`config.mk`:
```
export PLATFORM = sky130hd
export DESIGN_NAME = fetch_unit_flat
export DESIGN_NICKNAME = d
export VERILOG_FILES = /design/src/rtl/fetch_unit_pkg.sv /design/src/rtl/fetch_unit_if.sv /design/src/rtl/fetch_buf.sv /design/src/rtl/fetch_unit.sv /design/src/flat_wrapper.sv
export SDC_FILE = /design/constraint.sdc
export NUM_CORES = 1
export LEC_CHECK = 0
export CAP_MARGIN = 15
export CORE_MARGIN = 8
export CORE_UTILIZATION = 51
export DETAILED_ROUTE_END_ITERATION = 10
export PLACE_DENSITY = 0.81
export SETUP_SLACK_MARGIN = 0.05
export SYNTH_ARGS = -nofsm -noshare
export SYNTH_HDL_FRONTEND = slang
export SYNTH_SLANG_ARGS = --single-unit
```
`constraint.sdc`:
```
create_clock -name clk -period 3.88 [get_ports clk]
set_input_delay 0.582 -clock clk [delete_from_list [all_inputs] [get_ports clk]]
set_output_delay 0.582 -clock clk [all_outputs]
set_load 0.01 [all_outputs]
```
`src/rtl/fetch_unit_pkg.sv`:
```
// fetch_unit_pkg: shared types and constants for the instruction fetch stage.
// Word width, PC step, FSM state encoding and the {pc, inst} queue entry.
package fetch_unit_pkg;

   localparam int unsigned WORD_W  = 32;
   localparam logic [31:0] PC_STEP = 32'd4;

   typedef logic [WORD_W-1:0] word_t;

   typedef enum logic [1:0] {
      S_REQ  = 2'd0,
      S_WAIT = 2'd1,
      S_DROP = 2'd2
   } state_t;

   typedef struct packed {
      word_t pc;
      word_t inst;
   } entry_t;

   function automatic word_t align_word(input word_t a);
      return {a[31:2], 2'b00};
   endfunction

endpackage

```
`src/rtl/fetch_unit_if.sv`:
```
// fetch_unit_if: imem req/gnt/rvalid bus, decode valid/ready bus and redirect.
// master = fetch stage side, slave = memory/decode/resolve environment side.
interface fetch_unit_if;
   import fetch_unit_pkg::*;

   logic  imem_req;
   word_t imem_addr;
   logic  imem_gnt;
   logic  imem_rvalid;
   word_t imem_rdata;
   logic  inst_valid;
   logic  inst_ready;
   word_t inst;
   word_t inst_pc;
   logic  redirect;
   word_t redirect_pc;

   modport master (
      output imem_req, imem_addr,
      input  imem_gnt, imem_rvalid, imem_rdata,
      output inst_valid, inst, inst_pc,
      input  inst_ready,
      input  redirect, redirect_pc
   );

   modport slave (
      input  imem_req, imem_addr,
      output imem_gnt, imem_rvalid, imem_rdata,
      input  inst_valid, inst, inst_pc,
      output inst_ready,
      output redirect, redirect_pc
   );

endinterface

```
`src/rtl/fetch_buf.sv`:
```
// fetch_buf: 2-entry {pc, inst} FIFO with registered head, push/pop/flush.
// Ports: clk, reset, flush, push, wdata, pop -> valid, head, count.
module fetch_buf
   import fetch_unit_pkg::*;
(
   input  logic       clk,
   input  logic       reset,
   input  logic       flush,
   input  logic       push,
   input  entry_t     wdata,
   input  logic       pop,
   output logic       valid,
   output entry_t     head,
   output logic [1:0] count
);

   entry_t     head_q, head_d;
   entry_t     tail_q, tail_d;
   logic [1:0] count_q, count_d;

   // head_q is always the oldest entry, so outputs come straight from flops
   always_comb begin
      head_d  = head_q;
      tail_d  = tail_q;
      count_d = count_q;
      if (flush) begin
         count_d = 2'd0;
      end else begin
         unique case ({push, pop})
            2'b10: begin
               if (count_q == 2'd0) head_d = wdata;
               else                 tail_d = wdata;
               count_d = count_q + 2'd1;
            end
            2'b01: begin
               head_d  = tail_q;
               count_d = count_q - 2'd1;
            end
            2'b11: begin
               if (count_q == 2'd1) begin
                  head_d = wdata;
               end else begin
                  head_d = tail_q;
                  tail_d = wdata;
               end
            end
            default: ;
         endcase
      end
   end

   always_ff @(posedge clk) begin
      if (reset) begin
         head_q  <= '0;
         tail_q  <= '0;
         count_q <= 2'd0;
      end else begin
         head_q  <= head_d;
         tail_q  <= tail_d;
         count_q <= count_d;
      end
   end

   assign valid = (count_q != 2'd0);
   assign head  = head_q;
   assign count = count_q;

endmodule

```
`src/rtl/fetch_unit.sv`:
```
// fetch_unit: PC, request FSM and credit logic feeding a 2-entry inst queue.
// Ports: clk, reset, bus (fetch_unit_if.master: imem, decode, redirect).
module fetch_unit
   import fetch_unit_pkg::*;
#(
   parameter word_t RESET_PC = 32'h0000_0000
)
(
   input  logic clk,
   input  logic reset,
   fetch_unit_if.master bus
);

   state_t     state_q, state_d;
   word_t      pc_q, pc_d;
   word_t      req_pc_q, req_pc_d;
   logic [1:0] count;
   logic       outstanding;
   logic       credit_ok;
   logic       req;
   logic       fire;
   logic       push;
   logic       pop;
   logic       valid;
   entry_t     head;

   // a word in flight already owns a queue slot
   assign outstanding = (state_q != S_REQ);
   assign credit_ok   = ({1'b0, count} + {2'b00, outstanding}) < 3'd2;
   assign req         = ~reset & (state_q == S_REQ) & credit_ok;
   assign fire        = req & bus.imem_gnt;
   assign pop         = valid & bus.inst_ready;

   always_comb begin
      state_d  = state_q;
      pc_d     = pc_q;
      req_pc_d = req_pc_q;
      push     = 1'b0;
      unique case (state_q)
         S_REQ: begin
            if (fire) begin
               req_pc_d = pc_q;
               pc_d     = pc_q + PC_STEP;
               state_d  = bus.redirect ? S_DROP : S_WAIT;
            end
         end
         S_WAIT: begin
            if (bus.imem_rvalid) begin
               push    = ~bus.redirect;
               state_d = S_REQ;
            end else if (bus.redirect) begin
               state_d = S_DROP;
            end
         end
         S_DROP: begin
            if (bus.imem_rvalid) state_d = S_REQ;
         end
         default: state_d = S_REQ;
      endcase
      if (bus.redirect) pc_d = align_word(bus.redirect_pc);
   end

   always_ff @(posedge clk) begin
      if (reset) begin
         state_q  <= S_REQ;
         pc_q     <= RESET_PC;
         req_pc_q <= '0;
      end else begin
         state_q  <= state_d;
         pc_q     <= pc_d;
         req_pc_q <= req_pc_d;
      end
   end

   fetch_buf u_buf (
      .clk   (clk),
      .reset (reset),
      .flush (bus.redirect),
      .push  (push),
      .wdata ('{pc: req_pc_q, inst: bus.imem_rdata}),
      .pop   (pop),
      .valid (valid),
      .head  (head),
      .count (count)
   );

   assign bus.imem_req   = req;
   assign bus.imem_addr  = pc_q;
   assign bus.inst_valid = valid;
   assign bus.inst       = head.inst;
   assign bus.inst_pc    = head.pc;

endmodule
```
`src/flat_wrapper.sv`:
```
// flat-port wrapper written by rule: the top's interface ports become plain ports
module fetch_unit_flat import fetch_unit_pkg::*;
#(
   parameter word_t RESET_PC = 32'h0000_0000
)
  (clk, reset, bus_imem_req, bus_imem_addr, bus_imem_gnt, bus_imem_rvalid, bus_imem_rdata, bus_inst_valid, bus_inst, bus_inst_pc, bus_inst_ready, bus_redirect, bus_redirect_pc);
  fetch_unit_if bus_i ();
  input  logic clk;
  input  logic reset;
  output wire logic [$bits(bus_i.imem_req)-1:0] bus_imem_req;
  output wire logic [$bits(bus_i.imem_addr)-1:0] bus_imem_addr;
  input wire logic [$bits(bus_i.imem_gnt)-1:0] bus_imem_gnt;
  input wire logic [$bits(bus_i.imem_rvalid)-1:0] bus_imem_rvalid;
  input wire logic [$bits(bus_i.imem_rdata)-1:0] bus_imem_rdata;
  output wire logic [$bits(bus_i.inst_valid)-1:0] bus_inst_valid;
  output wire logic [$bits(bus_i.inst)-1:0] bus_inst;
  output wire logic [$bits(bus_i.inst_pc)-1:0] bus_inst_pc;
  input wire logic [$bits(bus_i.inst_ready)-1:0] bus_inst_ready;
  input wire logic [$bits(bus_i.redirect)-1:0] bus_redirect;
  input wire logic [$bits(bus_i.redirect_pc)-1:0] bus_redirect_pc;
  assign bus_imem_req = bus_i.imem_req;
  assign bus_imem_addr = bus_i.imem_addr;
  assign bus_i.imem_gnt = bus_imem_gnt;
  assign bus_i.imem_rvalid = bus_imem_rvalid;
  assign bus_i.imem_rdata = bus_imem_rdata;
  assign bus_inst_valid = bus_i.inst_valid;
  assign bus_inst = bus_i.inst;
  assign bus_inst_pc = bus_i.inst_pc;
  assign bus_i.inst_ready = bus_inst_ready;
  assign bus_i.redirect = bus_redirect;
  assign bus_i.redirect_pc = bus_redirect_pc;
  fetch_unit #(.RESET_PC(RESET_PC)) u_core (.clk(clk), .reset(reset), .bus(bus_i));
endmodule
```
==> impl_metrics.yaml, run 1 <==
clock_tree:
  clk_path_buf_depth: 2
  post_cts_resized: 0
  clkLatencyLatePin_ps: 430
  cts-htree-levels: 4
  cts-root-buf: "clkbuf_16"
  cts_setup_buffers: 0
  clkTransAtPathRegs_ps: 60
  numCtsBuffers: 17
  cts.sinks: 188
  cts_tree: "done"
  cts_hold_buf: 0
job:
  max-cap-violations: 0
logic_synthesis:
  syn_inst: 946
  async_flop_share_pct: 0
  ys_warn_count: 0
  ys_seq_elements: 188
  netlist_area_um2: 7800
  synth_edf_count: 0
  synth_ff_type: "dfxtp_1"
  synth-seq-area-share_pct: 48.3
  syn-mean-instance-area_um2: 8.24
  synth.distinct_cells: 46
timing:
  hold_violations: 0
  worst_pin_slew_ps: 951
  slew_headroom_pct: 36.6
  tns_ps: 0
  setup_viol: 0
  fmax_mhz: 313
  drv_slew: 0
  rsz0062_at_grt: "no"
  fin_crit_sh_pct: 82.4
  period_needed_ps: 3200
  skew_ps: 9.26
  setup_ws_ps: 684
grt:
  grt_pass1_wl_um: 34200
  antenna_found_initial: 0
  grt_max_degree: 106
  overflow: 0
  grt_pass1_vias: 6690
  track_usage_pct: 21.2
status:
  status: "completed"
placed_design:
  gp_congestion: 0.826
  dpl.hpwl_um: 13500
  dpl.cell_count: 1230
  place_area_um2: 9500
  place_ws_ps: 524
  port_buffers: 161
critical_path:
  crit_type: "reg -> reg"
  cp_data_arrival_time_ps: 3530
  end_kind: "flop"
  crit_slowest_cell: "o21a_2"
  crit_chain: "inv_1, ha_1, inv_1, nand2_1, inv_1, ha_1, nor2b_1, o21a_2, buf_4, a22oi_1, a211oi_1"
  reg2reg_from: "u_core.u_buf.count[1]"
  critPathRequiredTime_ps: 4220
  cp_common_cell: "inv_1"
  critPathLaunch: "u_core.u_buf.count[1]"
  worstPathMaxFanout: 45
  cp-start-kind: "flop"
  slowest_delay_ps: 770
finish:
  final_cells: 1261
  area_growth_pct: 29.6
  nets: 1138
  mostFrequentLayoutCell: "nand2_1"
  layout-drive-gt1-share_pct: 5.22
  multi_input_area_um2: 3700
  final_cell_mix: "nand2_1 (202), dfxtp_1 (188), clkdlybuf4s50_1 (160)"
  n_fill_cell: 1241
  regArea_um2: 3760
  antenna_cells: 0
  stdcell_area_um2: 10100
pwr:
  netSwitchingFraction_pct: 23.3
  powerDensity_nw_per_um2: 418
  combPwrFrac_pct: 9.1
  p_sw_mw: 0.983
  irDropWorstVdd_mv: 0.302
  p_clk_share_pct: 42.3
  power.leakage_nw: 3.27
  power.share.sequential_pct: 48.6
  p_int_mw: 3.24
die:
  coreArea_um2: 15100
  start_util_pct: 51.7
  row_count: 45
  ios: 168
  dieArea_um2: 19500
  die_height_um: 140
  die_w_um: 140
min_path:
  min_path_type: "reg -> reg"
  hold_path_startpoint: "u_core.u_buf.tail_q[10]"
route:
  drcViolationCount: 0
  routedWlPerCell_um: 16.5
  firstDrtPassIters: 5
  vias: 7218
  via_per_inst: 5.72
  wl_um: 20800
  drt_iter0_markers: 513
  final_antenna_net_count: 0
-- kinds of logic (layout without fill, tap and decap cells) --
group / Yosys count / count (layout) / share of synthesized area (%)
flip-flops: 188 / 188 / 48.3
XOR/XNOR: 11 / 11 / 1.24
AO/OA/AOI/OAI: 278 / 278 / 23.8
AND/OR/NAND/NOR: 368 / 368 / 20.8
other: 1 / 4 / 0.0481
adder cells (fa/ha/maj): 7 / 7 / 1.12
buffers and inverters: 93 / 217 / 4.70
-- final timing paths --
kind                            slack [ps]  cells after the start                       to
worst max-delay path                   680                     11    u_core.u_buf.head[44]
worst min-delay path                   450                      2  u_core.u_buf.tail_q[10]
worst max register to register         680                     11    u_core.u_buf.head[44]
worst min register to register         450                      2  u_core.u_buf.tail_q[10]
-- final cells by class --
cell class                 count  share of cell area, %
inverter                      11                  0.408
clock inverter                11                   1.41
tap                          188                   2.33
clock buffer                  20                   4.62
sequential                   188                   37.2
timing repair buffer         175                   17.4
multi-input combinational    668                   36.6
-- cells in the mapped netlist, types with 4 or more instances --
cell type	count	share of area (%)
o21ai_0	9	0.58
or4_1	14	1.3
xnor2_1	7	0.79
or3_1	11	0.88
dfxtp_1	188	48
a311oi_1	13	1.5
buf_1	5	0.24
and3_1	7	0.56
nand4_1	12	0.96
nand2_1	203	9.8
ha_1	7	1.1
inv_1	10	0.48
buf_4	4	0.39
nor2_1	89	4.3
clkbuf_1	71	3.4
a211oi_1	72	6.9
nand3_1	11	0.71
o31ai_1	8	0.77
xor2_1	4	0.45
a21oi_1	98	6.3
a22oi_1	62	6.0
-- state kept, by name (all words and copies together) (netlist names) --
register              count
u_core.u_buf.tail_q      62
u_core.state_q            2
u_core.req_pc_q          30
u_core.u_buf.head        62
u_core.bus.imem_addr     30
u_core.u_buf.count        2
-- stage by stage --
stage | util [%] | hold WS, ps | power, mW
global placement | 63.0 | 441 | 2.47
detailed placement | 63.0 | 446 | 2.48
CTS | 67.0 | 455 | 4.25
finish | 67.0 | 454 | 4.22
floorplan | - | 436 | 2.27
global route | 67.0 | 475 | 4.37
-- layer usage --
| layer | share of wire, % | global-route usage [%] | up-vias |
|---|---|---|---|
| met5 | 0 | 0 | - |
| met4 | 1.4 | 7.09 | 0 |
| met3 | 7.3 | 6.12 | 22 |
| met2 | 45 | 31.9 | 276 |
| met1 | 46 | 28.4 | 3312 |
| li1 | - | - | 3608 |
-- power groups by stage --
stage               clock network [mW]  registers, mW  logic (mW)
CTS                               1.82           2.05       0.388
finish                            1.78           2.05       0.386
global placement                     0           2.09       0.380
detailed placement                   0           2.09       0.384
global route                      1.89           2.06       0.425
floorplan                            0           2.09       0.184
-- critical path, delay by kind of cell, from the launching register on --
kind	cells	cell delay, ps
AOI/OAI and AO/OA	3	1110
buffers and inverters	4	790
adders and majority gates	2	450
DFF	1	480
and+or+nand+nor	2	280
Power figures use the tool's default switching activity.
==> run 2, diff against run 1 <==
CORE_UTILIZATION = 46   (was 51)
PLACE_DENSITY = 0.77   (was 0.81)
clock period = 2.6 ns   (was 3.88 ns; I/O delays follow)
==> impl_metrics.yaml, run 2 (synthesis results as in run 1) <==
pwr:
  power.share.sequential_pct: 49.0
  p_sw_mw: 1.51
  netSwitchingFraction_pct: 24.2
  powerDensity_nw_per_um2: 598
  fin_total_pwr_mw: 6.23
  p_int_mw: 4.73
  p_clk_share_pct: 41.2
  combPwrFrac_pct: 9.8
  irDropWorstVdd_mv: 0.482
  power.leakage_nw: 3.40
finish:
  nets: 1163
  fin_util_pct: 62.9
  stdcell_area_um2: 10400
  mostFrequentLayoutCell: "nand2_1"
  layout-drive-gt1-share_pct: 7.37
  antenna_cells: 0
  final_cell_mix: "nand2_1 (202), dfxtp_1 (187), clkdlybuf4s50_1 (160)"
  area_growth_pct: 33.7
  n_fill_cell: 1458
min_path:
  hold_path_startpoint: "reset"
  hold_path_end: "u_core.req_pc_q[17]"
  min_path_type: "in -> reg"
  hold_depth: 2
grt:
  grt_pass1_vias: 6821
  grt_max_degree: 163
  grt_pass1_wl_um: 35400
  antenna_found_initial: 0
  track_usage_pct: 19.8
  overflow: 0
timing:
  worst_pin_slew_ps: 740
  period_needed_ps: 2350
  setup_viol: 0
  skew_ps: 11.6
  fmax_mhz: 426
  tns_ps: 0
  hold_violations: 0
  slew_headroom_pct: 50.7
  rsz0062_at_grt: "yes"
  fin_crit_sh_pct: 90.2
  drv_slew: 0
critical_path:
  worstPathMaxFanout: 14
  end_kind: "flop"
  cp_common_cell: "inv_1"
  cp_top_family: "compound AO/OA/AOI/OAI gates"
  crit_slowest_cell: "dfxtp_2"
  timing.rr.end: "u_core.u_buf.head[53]"
  reg2regPathDepth: 11
  crit_chain: "inv_1, ha_1, inv_1, nand2_1, inv_1, ha_1, nor2b_1, o21a_4, buf_4, a22oi_1, a211oi_1"
  cp-start-kind: "flop"
  cp_data_arrival_time_ps: 2670
  r2r_slack_ps: 250
  cp_num_cells: 11
  cp_num_buf_inv: 4
  crit_type: "reg -> reg"
  critPathRequiredTime_ps: 2930
  slowest_delay_ps: 390
  reg2reg_from: "u_core.u_buf.count[1]"
placed_design:
  gp_congestion: 0.848
  place_area_um2: 9820
  port_buffers: 161
  dpl.hpwl_um: 14500
die:
  coreArea_um2: 16600
  die_height_um: 146
  row_count: 47
  dieArea_um2: 21400
  ios: 168
  start_util_pct: 47.0
  die_w_um: 146
route:
  via_per_inst: 5.51
  drt_iter0_markers: 494
  firstDrtPassIters: 5
  vias: 7270
  wl_um: 21300
  drcViolationCount: 0
  final_antenna_net_count: 0
  routedWlPerCell_um: 16.2
clock_tree:
  cts-root-buf: "clkbuf_16"
  clkTransAtPathRegs_ps: 70
  cts-htree-levels: 4
  clkLatencyLatePin_ps: 420
  cts.sinks: 188
  numCtsBuffers: 17
  cts_tree: "done"
  clk_path_buf_depth: 2
status:
  status: "completed"
job:
  max-cap-violations: 0
-- run 2: changes by cell type in the layout (fill, tap and decap cells not counted), sizes merged --
cell,change
clkinv,-2
inv,+2
buf,+25
clkinvlp,+2
bufinv,-1
-- run 2: how the worst max path moves through the flow --
stage | slack (ps) | start | endpoint
after CTS | 90 | u_core.u_buf.count[1] | u_core.u_buf.head[31]
after global routing | 60 | u_core.u_buf.count[1] | u_core.u_buf.head[52]
final | 250 | u_core.u_buf.count[1] | u_core.u_buf.head[53]
after floorplan | 50 | bus_redirect | u_core.u_buf.tail_q[21]
after detailed placement | 3 | bus_redirect | u_core.u_buf.head[8]
after global placement | 60 | bus_redirect | u_core.u_buf.head[21]
-- run 2: what timing repair did --
item / 4_1_cts / 5_1_grt
buffers inserted: 0 / 1
hold buffers: 0 / 0
setup endpoints to repair: 0 / 59
resized for setup: 0 / 4
-- run 2: final cells by class --
type	instances	area (um2)	share of cell area, %
Sequential cell	188	3760	36.1
Multi-Input combinational cell	668	3710	35.6
Timing Repair Buffer	200	2050	19.7
Clock buffer	20	447	4.28
Tap cell	220	275	2.64
Clock inverter	12	139	1.33
Inverter	11	41.3	0.396
-- run 2: layer usage --
metal | GRT usage [%] | share of wire [%] | vias up
met1 | 26.5 | 47 | 3355
met4 | 5.82 | 0.93 | 0
met2 | 31.0 | 46 | 237
li1 | - | - | 3663
met3 | 4.48 | 5.9 | 15
met5 | 0 | 0 | -
-- run 2: power groups by stage --
stage	sequential, mW	clock, mW	combinational (mW)
2_1_floorplan	3.12	0	0.275
3_5_place_dp	3.12	0	0.609
4_1_cts	3.05	2.62	0.613
6_report	3.06	2.57	0.610
3_3_place_gp	3.12	0	0.600
5_1_grt	3.07	2.75	0.667
-- run 2: metrics by stage --
stage / setup slack, ps / hold slack, ps / std cells
after global placement: 61.1 / 441 / 1286
final: 254 / 276 / 1319
after floorplan: 52.4 / 436 / 949
after global routing: 63.4 / 273 / 1319
after detailed placement: 3.30 / 446 / 1286
after CTS: 87.4 / 258 / 1318
-- run 2: worst register-to-register path: stages (launching register included) --
cell	delay, ps
dfxtp_2	390
inv_1	80
ha_1	210
inv_1	80
nand2_1	90
inv_1	160
ha_1	240
nor2b_1	170
o21a_4	250
buf_4	240
a22oi_1	100
a211oi_1	240
==> run 3, diff against run 2 <==
CORE_UTILIZATION = 50   (was 46)
PLACE_DENSITY = 0.8   (was 0.77)
clock period = 2.2 ns   (was 2.6 ns; I/O delays follow)
==> impl_metrics.yaml, run 3 (synthesis results as in run 1) <==
clock_tree:
  cts_hold_buf: 0
  clkLatencyLatePin_ps: 440
  clk_path_buf_depth: 2
  cts-htree-levels: 4
  cts-root-buf: "clkbuf_16"
  cts_tree: "done"
  numCtsBuffers: 17
  cts.sinks: 188
  clkTransAtPathRegs_ps: 70
placed_design:
  port_buffers: 161
  gp_congestion: 0.882
  dpl.hpwl_um: 15200
timing:
  period_needed_ps: 2150
  worst_pin_slew_ps: 667
  setup_viol: 0
  drv_slew: 0
  rsz0062_at_grt: "yes"
  fin_crit_sh_pct: 97.7
  hold_violations: 0
  skew_ps: 9.79
  slew_headroom_pct: 55.5
  fmax_mhz: 465
  tns_ps: 0
route:
  firstDrtPassIters: 5
  vias: 7645
  drcViolationCount: 0
  routedWlPerCell_um: 17.7
  wl_um: 23500
  final_antenna_net_count: 0
  via_per_inst: 5.78
  drt_iter0_markers: 753
die:
  dieArea_um2: 19800
  ios: 168
  coreArea_um2: 15200
  start_util_pct: 51.3
  die_height_um: 141
  row_count: 45
  die_w_um: 141
finish:
  mostFrequentLayoutCell: "nand2_1"
  regArea_um2: 3770
  n_fill_cell: 1157
  nets: 1198
  multi_input_area_um2: 3810
  layout-drive-gt1-share_pct: 12.3
  antenna_cells: 0
  final_cell_mix: "nand2_1 (200), dfxtp_1 (184), clkdlybuf4s50_1 (158)"
  area_growth_pct: 39.0
grt:
  track_usage_pct: 22.1
  grt_pass1_vias: 7043
  grt_max_degree: 122
  grt_pass1_wl_um: 36000
  overflow: 0
  antenna_found_initial: 0
min_path:
  min_path_type: "in -> reg"
  hold_depth: 4
critical_path:
  cp_num_cells: 11
  crit_slowest_cell: "dfxtp_2"
  cp_common_cell: "inv_1"
  crit_chain: "inv_1, ha_2, inv_1, nand2_2, inv_2, ha_4, nor2b_2, o21a_4, clkbuf_16, a22oi_1, a211oi_1"
  slowest_delay_ps: 360
  worstPathMaxFanout: 8
  reg2regPathDepth: 11
  end_kind: "flop"
  cp_num_buf_inv: 4
  crit_type: "reg -> reg"
  critPathRequiredTime_ps: 2530
  cp_data_arrival_time_ps: 2480
  cp_top_family: "compound AO/OA/AOI/OAI gates"
  r2r_slack_ps: 50
  cp-start-kind: "flop"
pwr:
  irDropWorstVdd_mv: 0.595
  powerDensity_nw_per_um2: 677
  fin_total_pwr_mw: 7.34
  power.leakage_nw: 3.63
status:
  status: "completed"
job:
  max-cap-violations: 0
## run 3: report_power, final
group          total, mW  internal [mW]  switching (mW)  leakage (nW)
registers           3.60           3.50          0.0983          1.53
logic              0.793          0.402           0.392          1.82
clock network       2.95           1.53            1.43         0.280
total               7.34           5.43            1.92          3.63
## run 3: layout make-up
type | count | share of cell area (%)
Multi-Input combinational cell | 668 | 35.2
Clock inverter | 13 | 1.14
Clock buffer | 19 | 4.09
Sequential cell | 188 | 34.8
Timing Repair Buffer | 235 | 22.2
Tap cell | 188 | 2.17
Inverter | 11 | 0.427
## run 3: worst paths after layout
kind | startpoint | endpoint
max reg2reg | u_core.u_buf.count[1] | u_core.u_buf.head[42]
min | reset | u_core.u_buf.count[0]
max | u_core.u_buf.count[1] | u_core.u_buf.head[42]
min reg2reg | u_core.u_buf.tail_q[48] | u_core.u_buf.tail_q[48]
## run 3: layer usage
metal / share of wire, % / wire length, um / vias to the layer above / global-route usage, %
met5: 0 / 0 / - / 0
met4: 1.8 / 412 / 0 / 7.75
met3: 7.1 / 1660 / 33 / 5.37
met2: 48 / 11400 / 288 / 36.1
met1: 43 / 10000 / 3586 / 28.0
li1: - / - / 3738 / -
## run 3: tightest hold or removal path, cell delays in order
cell and delay [ps]:
buf_4 130, or2_2 120, buf_4 130, nor2_1 40
## run 3: what timing repair did
action                     4_1_cts  5_1_grt
setup endpoints to repair        7      129
setup buffers                    0        2
gates cloned                     0        6
pin swaps                        0        6
gates resized for setup          4       29
## run 3: per-stage QoR
step | instances | util, % | area [um2] | setup WS [ps] | hold WS [ps]
2_1_floorplan | 949 | - | 7930 | 55.0 | 436
5_1_grt | 1322 | 71.3 | 10800 | -30.1 | 358
6_report | 1322 | 71.3 | 10800 | 51.4 | 355
3_3_place_gp | 1282 | 65.9 | 10000 | -203 | 441
4_1_cts | 1314 | 69.7 | 10600 | 30.3 | 336
3_5_place_dp | 1282 | 65.9 | 10000 | -263 | 446
==> patch 1: new RTL, settings of run 3 <==
Re-encode `state_t` (3 states) as one-hot, 3 bits wide.
--- a/src/rtl/fetch_unit_pkg.sv
+++ b/src/rtl/fetch_unit_pkg.sv
@@ -7,10 +7,10 @@
 
    typedef logic [WORD_W-1:0] word_t;
 
-   typedef enum logic [1:0] {
-      S_REQ  = 2'd0,
-      S_WAIT = 2'd1,
-      S_DROP = 2'd2
+   typedef enum logic [2:0] {
+      S_REQ  = 3'b001,
+      S_WAIT = 3'b010,
+      S_DROP = 3'b100
    } state_t;
 
    typedef struct packed {
Formal check against the unedited RTL: same outputs for any inputs over 4 cycles, from zero or initial values and one cycle with reset high; so few cycles prove little.
==> patch 1 against run 3 <==
Via count is 3.4% lower. Total power is 2.7% lower. Synthesized area shrank 0.82%. Die area down 0.73%. Sequential cell count up 1. Final area up 0.29%. Final cell count about the same. Sequential share of layout area rose by 0.061 points. Worst setup slack better by 0.022 ns. Synthesized cell count is 0.53% lower. Wire length shrank 2.1%.
==> patch 1: results <==
set metrics [dict create \
    post_cts.repair.setup_buffers 1 \
    fin_util 0.718 \
    cts-resized-gates 6 \
    netlist_top_cells_count "nand2_1, dfxtp_1, a21oi_1" \
    postSynthAreaPerCell_um2 8.22 \
    yosys.area.top_type_share 0.489 \
    worst_setup_slack_after_placement_ns -0.297 \
    grt_pass1_vias 6911 \
    cp_slowest_cell "dfxtp_1" \
    gr-usage-all-layers 0.218 \
    grt.met2_usage 0.352 \
    layout_worst_path_cycle_share 0.967 \
    power.leakage_uw 0.00367 \
    wirelength_um 23000 \
    synth-seq-area-share 0.489 \
    outcome "finished, final reports clean" \
    fraction_of_the_mapped_netlist_area_in_compound_gates 0.221 \
    dp_hpwl_um 14800 \
    total_placed_instance_area_mm2 0.00991 \
    final_nets 1197 \
    dr.first_iter.drc_count 696 \
    r2r_setup_slk_ns 0.07 \
    tightestPinTransition_ns 0.608 \
    power_uw 7150 \
    timing.hold.ws_ns 0.449 \
    p_sw_frac 0.242 \
    met3_usage 0.0561 \
    use_met1 0.278 \
    critical_path.max_fanout 17 \
    final.setup_skew_ns 0.00923 \
    seqPwrFrac 0.496 \
    finalWeightedCongestion 0.852 \
    cp_slowest_stage_delay_ns 0.31 \
    kind_of_cell_adding_the_most_delay_to_the_critical_path "buffers and inverters" \
    vias 7384 \
]
-- patch 1: changes by cell type after synthesis, moves of 8 or more --
cell	run 3	this run
a211oi_1	72	84
a311oi_1	13	2
o31ai_1	8	0
or3_1	11	1
or4_1	14	0
xor2_1	4	24
-- patch 1: worst paths after layout --
check	startpoint	endpoint	cells past startpoint
max	u_core.state_q[2]$_SDFFE_PP0P_	u_core.u_buf.head[35]$_SDFFE_PP0P_	11
min	reset	u_core.u_buf.tail_q[26]$_SDFFE_PP0P_	3
max reg2reg	u_core.state_q[2]$_SDFFE_PP0P_	u_core.u_buf.head[35]$_SDFFE_PP0P_	11
min reg2reg	u_core.u_buf.tail_q[11]$_SDFFE_PP0P_	u_core.u_buf.tail_q[11]$_SDFFE_PP0P_	2
-- patch 1: layout make-up --
class                   count  area [um2]
fillers                  1131        4280
flip-flops and latches    189        3790
multi-input cells         667        3760
repair buffers            236        2480
clock buffers              19         443
well taps                 188         235
clock inverters            13         133
inverters                   9        33.8
==> patch 2: new RTL, flow settings as in run 3 <==
Without the edit above. Reset style: asynchronous (`reset`), changed in 2 clocked blocks.
--- a/src/rtl/fetch_buf.sv
+++ b/src/rtl/fetch_buf.sv
@@ -49,7 +49,7 @@
       end
    end
 
-   always_ff @(posedge clk) begin
+   always_ff @(posedge clk or posedge reset) begin
       if (reset) begin
          head_q  <= '0;
          tail_q  <= '0;
--- a/src/rtl/fetch_unit.sv
+++ b/src/rtl/fetch_unit.sv
@@ -60,7 +60,7 @@
       if (bus.redirect) pc_d = align_word(bus.redirect_pc);
    end
 
-   always_ff @(posedge clk) begin
+   always_ff @(posedge clk or posedge reset) begin
       if (reset) begin
          state_q  <= S_REQ;
          pc_q     <= RESET_PC;
Check against the original RTL: differs if reset is asserted again (counterexample within 4 cycles, from zero or initial values and one cycle with reset high); with reset held inactive, the same outputs for 4 cycles.
==> patch 2 against run 3 <==
Non-clock buffer count decreased by 34. Sequential cell count increased by 1. Final area grew 2.1%. Wire length is 20% lower. Synthesized area increased by 5.8%. Worst setup slack improved by 0.038 ns.
Power is not compared: it rests on default switching activity, and its combinational part moved more than twofold at a synthesized area within 25%.
==> patch 2: results <==
set metrics [dict create \
    outcome "finished, final reports clean" \
    synth_flop_cell "dfrtp_1" \
    met3_usage 0.0462 \
    synth-seq-area-share 0.573 \
    dp_hpwl_um 13500 \
    drive_gt1_frac 0.199 \
    detail_route.vias_per_cell 5.23 \
    tritoncts.num_buffers 17 \
    total_switching_power_uw 3710 \
    async_flop_share 1.00 \
    wl_met2_um 9040 \
    final_nets 944 \
    largest_reg_flops 63 \
    yosys-top-cells-area "dfrtp_1, mux2_2, mux2i_1, o21ai_0, nand2_1" \
    top_layer "met4" \
    timing.max_slew.rel_slack 0.607 \
    clk-power_uw 2860 \
    grt_first_pass_wirelength_um 30500 \
    critical_path.max_fanout 15 \
    netlist_top_cells_count "dfrtp_1, nand2_1, mux2_2" \
    synth-xor-area-share 0.0329 \
    clock_pin_slew_on_the_worst_setup_and_hold_paths_ns 0.07 \
    grt.met2_usage 0.296 \
    worst_min_path_class "input port to register" \
    total_placed_instance_area_mm2 0.0104 \
    place.port_buffers 163 \
    use_met1 0.248 \
    worstSkewPairLatency_ns 0.42 \
    cp_data_arrival_time_ns 2.41 \
    peakVddDrop_mv 0.572 \
    layout.filler_cells 1250 \
    detailedRoute.firstPassIterationCount 4 \
    antenna_found_initial 0 \
    power.leakage_uw 0.00486 \
    gr-usage-all-layers 0.187 \
    grt_pass1_vias 5805 \
    finalWeightedCongestion 0.797 \
    synth-edff-count 0 \
    fraction_of_the_mapped_netlist_area_in_compound_gates 0.0634 \
    ctsLongestPathBuffers 2 \
    synthAdderAreaFrac 0.00455 \
    detail_route.wirelength.met1_um 8680 \
    kind_of_cell_adding_the_most_delay_to_the_critical_path "simple AND/OR/NAND/NOR gates" \
    dr.first_iter.drc_count 265 \
    ys_types 36 \
    wl_met3_um 898 \
    ctsHtreeMaxLevel 4 \
    n_diodes 0 \
    yosysWarningCount 0 \
    cts_root_buffer "clkbuf_16" \
    combinationalPowerShare 0.326 \
    yosys-mux-area-fraction 0.205 \
    wirelength_um 18800 \
    cp_slowest_cell "or4b_4" \
    cp_slowest_stage_delay_ns 0.60 \
    largest_net_degree_at_the_start_of_global_routing 65 \
    final.setup_skew_ns 0.0118 \
]
patch 2: final cells by class:
type | count | area [um2] | share of cell area
inverter | 7 | 30.0 | 0.00271
sequential | 189 | 4730 | 0.427
tap | 220 | 275 | 0.0249
clock buffer | 20 | 467 | 0.0422
timing repair buffer | 201 | 2140 | 0.194
clock inverter | 11 | 82.6 | 0.00746
multi-input combinational | 455 | 3340 | 0.302
patch 2: final timing paths:
path	from	slack (ns)	end	cells after the start
worst max-delay path	u_core.state_q[0]$_DFFE_PP0P_	0.09	u_core.req_pc_q[9]$_DFFE_PP0P_	6
worst min-delay path	bus_redirect	0.36	u_core.u_buf.count[1]$_DFFE_PP0P_	5
worst max register to register	u_core.state_q[0]$_DFFE_PP0P_	0.09	u_core.req_pc_q[9]$_DFFE_PP0P_	6
worst min register to register	u_core.u_buf.head[45]$_DFFE_PP0P_	0.48	u_core.u_buf.head[45]$_DFFE_PP0P_	2
max in group asynchronous	reset	1.19	u_core.u_buf.head[42]$_DFFE_PP0P_	4
min in group asynchronous	reset	0.43	u_core.state_q[1]$_DFFE_PP0P_	3
patch 2: through the flow:
stage	utilization	setup slack, ns	TNS, ns	std cells	total power [uW]
final	0.677	0.0892	0	1103	12100
after global routing	0.677	0.0364	0	1103	12900
after CTS	0.673	0.0547	0	1096	12300
after detailed placement	0.639	-0.280	-10.93	1065	9380
after global placement	0.639	-0.207	-9.24	1065	9190
after floorplan	-	-0.564	-106.69	693	7250
patch 2: worst min-delay path: stages:
cell and delay, ns:
buf_2 0.09, nor2_1 0.05, nand3_1 0.13, a21oi_1 0.08, nor2_1 0.07
patch 2: timing repair:
action | in CTS | in global routing
gates resized for setup | 3 | 4
setup buffers | 0 | 7
pin swaps | 0 | 2
endpoints found under the setup margin | 3 | 3
endpoints found under the hold margin | 0 | 0
